File: src/rtl/alu_cmd_driver.sv
// Command-side initiator for the registered ALU: issues one operation, waits out ALU_LAT, returns the result.
// Optional running accumulator for operand A is built only when ALU_CMD_ACC_EN is defined.
module alu_cmd_driver #(
  parameter int WIDTH   = 32,
  parameter int ALU_LAT = 1
) (
  input  logic             i_clk,
  input  logic             i_rst,
  input  logic             i_cmd_valid,
  output logic             o_cmd_ready,
  input  logic [2:0]       i_cmd_op,
  input  logic [WIDTH-1:0] i_cmd_dataA,
  input  logic [WIDTH-1:0] i_cmd_dataB,
  input  logic             i_cmd_useAcc,
  output logic [WIDTH-1:0] o_alu_dataA,
  output logic [WIDTH-1:0] o_alu_dataB,
  output logic             o_alu_m,
  output logic [1:0]       o_alu_sel,
  input  logic [WIDTH-1:0] i_alu_data,
  input  logic             i_alu_overflow,
  output logic             o_rsp_valid,
  input  logic             i_rsp_ready,
  output logic [WIDTH-1:0] o_rsp_data,
  output logic             o_rsp_overflow,
  output logic             o_rsp_zero,
  output logic [WIDTH-1:0] o_acc
);

  typedef enum logic [1:0] {S_IDLE, S_WAIT, S_RESP} state_t;

  localparam logic [2:0] LAT_LD = 3'(ALU_LAT);

  state_t           state;
  logic [2:0]       cnt;
  logic [WIDTH-1:0] opa;
  logic             capture;

  // Only add (101) and subtract (110) produce a meaningful carry/borrow.
  function automatic logic ovf_mask(input logic m, input logic [1:0] sel, input logic ovf);
    return ovf & m & (sel[0] ^ sel[1]);
  endfunction

  assign capture = (state == S_WAIT) && (cnt == 3'd0);

`ifdef ALU_CMD_ACC_EN
  logic [WIDTH-1:0] acc_q;

  assign opa   = i_cmd_useAcc ? acc_q : i_cmd_dataA;
  assign o_acc = acc_q;

  always_ff @(posedge i_clk) begin
    if (i_rst)        acc_q <= '0;
    else if (capture) acc_q <= i_alu_data;
  end
`else
  logic unused_use_acc;

  assign unused_use_acc = i_cmd_useAcc;
  assign opa            = i_cmd_dataA;
  assign o_acc          = '0;
`endif

  always_ff @(posedge i_clk) begin
    if (i_rst) begin
      state          <= S_IDLE;
      cnt            <= '0;
      o_cmd_ready    <= 1'b1;
      o_rsp_valid    <= 1'b0;
      o_alu_dataA    <= '0;
      o_alu_dataB    <= '0;
      o_alu_m        <= 1'b0;
      o_alu_sel      <= '0;
      o_rsp_data     <= '0;
      o_rsp_overflow <= 1'b0;
      o_rsp_zero     <= 1'b0;
    end else begin
      case (state)
        S_IDLE: begin
          if (i_cmd_valid) begin
            o_alu_dataA          <= opa;
            o_alu_dataB          <= i_cmd_dataB;
            {o_alu_m, o_alu_sel} <= i_cmd_op;
            cnt                  <= LAT_LD;
            o_cmd_ready          <= 1'b0;
            state                <= S_WAIT;
          end
        end
        S_WAIT: begin
          if (capture) begin
            o_rsp_data     <= i_alu_data;
            o_rsp_zero     <= (i_alu_data == '0);
            o_rsp_overflow <= ovf_mask(o_alu_m, o_alu_sel, i_alu_overflow);
            o_rsp_valid    <= 1'b1;
            state          <= S_RESP;
          end else begin
            cnt <= cnt - 3'd1;
          end
        end
        S_RESP: begin
          if (i_rsp_ready) begin
            o_rsp_valid <= 1'b0;
            o_cmd_ready <= 1'b1;
            state       <= S_IDLE;
          end
        end
        default: begin
          state       <= S_IDLE;
          o_cmd_ready <= 1'b1;
          o_rsp_valid <= 1'b0;
        end
      endcase
    end
  end

endmodule

File: config.mk
export PLATFORM = sky130hd
export DESIGN_NAME = alu_cmd_driver
export DESIGN_NICKNAME = d
export VERILOG_FILES = /design/src/rtl/alu_cmd_driver.sv
export SDC_FILE = /design/constraint.sdc
export NUM_CORES = 1
export LEC_CHECK = 0
export ABC_AREA = 1
export CAP_MARGIN = 10
export CORE_MARGIN = 1.5
export CORE_UTILIZATION = 25
export DETAILED_ROUTE_END_ITERATION = 10
export SYNTH_ARGS = -nofsm -noshare
export SYNTH_HDL_FRONTEND = slang
export SYNTH_SLANG_ARGS = --single-unit
File: constraint.sdc
create_clock -name i_clk -period 2.7 [get_ports i_clk]
set_clock_uncertainty 0.1 [all_clocks]
set_input_delay 0.405 -clock i_clk [delete_from_list [all_inputs] [get_ports i_clk]]
set_output_delay 0.405 -clock i_clk [all_outputs]
set_load 0.05 [all_outputs]
==> flow_summary.yaml <==
worst_setup_path:
  worst-path-buf-inv: 1
  crit_family: "buffers and inverters"
  worstPathRequired_ns: 2.19
  cp_max_fo: 3
  arrival_ns: 1.57
  slowest_delay_ns: 0.84
  crit_slowest_cell: "clkdlybuf4s50_1"
  cp_cell_sequence: "clkdlybuf4s50_1"
  crit_path_end_kind: "primary output"
  cp-start-kind: "flip-flop"
  crit_type: "flip-flop to primary output"
placement:
  hpwl_mm: 8.499
  gp_congestion: 0.7624
  io_buffers: 206
timing:
  setup-tns-final_ns: 0
  tightest_slew_ns: 0.7236
  timing.fmax_mhz: 482.5
  drv_slew: 0
  hold_viol_final: 0
  finalSetupViolations: 0
  relSlewSlack: 0.5176
  min_period_ns: 2.072
  fin_crit_sh: 0.7675
  rsz0062_at_grt: "no"
  whs_ns: 0.3623
logic_synthesis:
  ys_ff_latch: 108
  syn_area_per_cell_sq_um: 8.403
  seq_area_frac_synth: 0.4712
  netlist_area_sq_um: 4588
  netlist_instances: 546
  yosys_warnings: 0
  ys_types: 25
power:
  irDropWorstVdd_v: 0.0003312
  p_leak_nw: 2.693
  powerDensity_nw_per_um2: 732.2
clocking:
  cts_tree: "done"
  clk_pin_slew_ns: 0.07
  clock_path_buffers: 2
  cts_root_buf: "clkbuf_16"
  clk_latency_ns: 0.34
  cts_hold_buffers: 0
  htree_levels: 3
  numClockSinks: 108
  cts_buffers: 9
  cts_resized: 0
  post_cts_buffers: 0
routing:
  firstDrtPassIters: 4
  num_vias: 3966
  drcViolationCount: 0
  dr.first_iter.drc_count: 142
  viasPerCell: 4.093
  drtAntennaViolNets: 0
  routedWlPerCell_microns: 12.51
  routed_wl_mm: 12.13
cells_and_area:
  drive_above_1_share: 0.1784
  nNetsFinal: 845
  area_growth_pct: 51.21
  antennaDiodeCount: 0
  fill_cells: 1895
grt:
  antenna_found_initial: 0
  grt_pass1_vias: 3788
  grt_usage: 0.1282
  overflow: 0
  grt_start_max_net_pins: 67
  grt_pass1_wl_mm: 19.87
floorplan:
  dieHeight_microns: 138.5
  start_util: 0.2554
  die_area_sq_um: 19170
  die_w_microns: 138.5
  coreArea_sq_um: 17960
  io_pins: 240
  rows: 49
run:
  max_cap_violations: 0
outcome:
  status: "finished, final reports clean"
hold_path:
  min_path_type: "flip-flop to flip-flop"
## path summary, 6_finish.rpt
kind | start | endpoint | slack (ns) | cells past startpoint
setup / recovery | o_alu_m | o_alu_m | 0.63 | 1
hold / removal | o_cmd_ready | o_cmd_ready | 0.36 | 2
setup reg to reg | cnt[0] | o_rsp_data[25] | 0.93 | 9
hold reg to reg | o_cmd_ready | o_cmd_ready | 0.36 | 2
## cells by family after synthesis
logic type,Yosys count,share of synthesized area
buf+inv,87,0.1290
simple gates,232,0.2255
fa+ha+maj,2,0.005453
other cells,1,0.0008173
compound gates,116,0.1680
flops,108,0.4712
## layout by cell type (no fill, tap or decap)
cell type and instances:
a21oi_1 14, buf_12 3, buf_4 4, bufinv_16 2, clkbuf_1 1, clkbuf_16 9
clkdlybuf4s50_1 206, clkinv_2 1, conb_1 32, dfxtp_1 108, ha_1 2, inv_1 18
inv_2 5, inv_4 1, nand2_1 13, nand2_2 2, nand3_1 5, nand4_1 1
nor2_1 154, nor2_2 53, nor2_4 1, nor3_1 1, nor3_2 1, o21a_1 1
o21ai_0 28, o21ai_1 23, o21ai_2 50, or2_0 1
## Yosys cell counts, drive strengths merged
master	count	area share
nor2	208	0.20
dfxtp	108	0.47
o21ai	101	0.15
buf	61	0.11
inv	24	0.020
nand2	15	0.013
a21oi	14	0.015
nand3	5	0.0055
clkbuf	2	0.0016
ha	2	0.0055
nor3	2	0.0033
conb	1	0.00082
nand4	1	0.0014
o21a	1	0.0016
or2	1	0.0014
## layout make-up
cell class | instances | area [sq um] | share of cell area
Sequential cell | 108 | 2162 | 0.3116
Timing Repair Buffer | 213 | 2152 | 0.3102
Multi-Input combinational cell | 382 | 1951 | 0.2812
Tap cell | 229 | 286.5 | 0.04130
Clock buffer | 10 | 229.0 | 0.03300
Inverter | 24 | 92.59 | 0.01335
Clock inverter | 3 | 65.06 | 0.009378
## power breakdown
part           switching [mW]  internal, mW
clock network           0.570         0.797
registers               0.111          1.79
logic                    1.20         0.610
## through the flow
| step | power, mW | instance area [sq um] | utilization | setup WS, ns | std cells |
|---|---|---|---|---|---|
| CTS | 5.174 | 6938 | 0.3862 | 0.5935 | 969 |
| global placement | 3.760 | 6644 | 0.3699 | 0.5626 | 956 |
| detailed placement | 3.766 | 6644 | 0.3699 | 0.5544 | 956 |
| floorplan | 3.226 | 4705 | - | 1.333 | 577 |
| finish | 5.080 | 6938 | 0.3862 | 0.6276 | 969 |
| global route | 5.342 | 6938 | 0.3862 | 0.5670 | 969 |
## routing by layer
layer,vias up,global-route usage,part of all wire
met1,1766,0.1569,0.44
li1,2049,-,-
met4,0,0.03989,0.012
met2,142,0.2061,0.46
met5,-,0,0
met3,9,0.05161,0.086
## flip-flops by register name, summed over array words and instances (netlist names)
name            flops
o_rsp_overflow      1
state               2
o_rsp_zero          1
o_alu_dataA        32
o_alu_sel           2
o_cmd_ready         1
o_alu_dataB        32
o_rsp_data         32
o_alu_m             1
cnt                 3
o_rsp_valid         1
No activity file was read; power rests on OpenSTA's default activity.
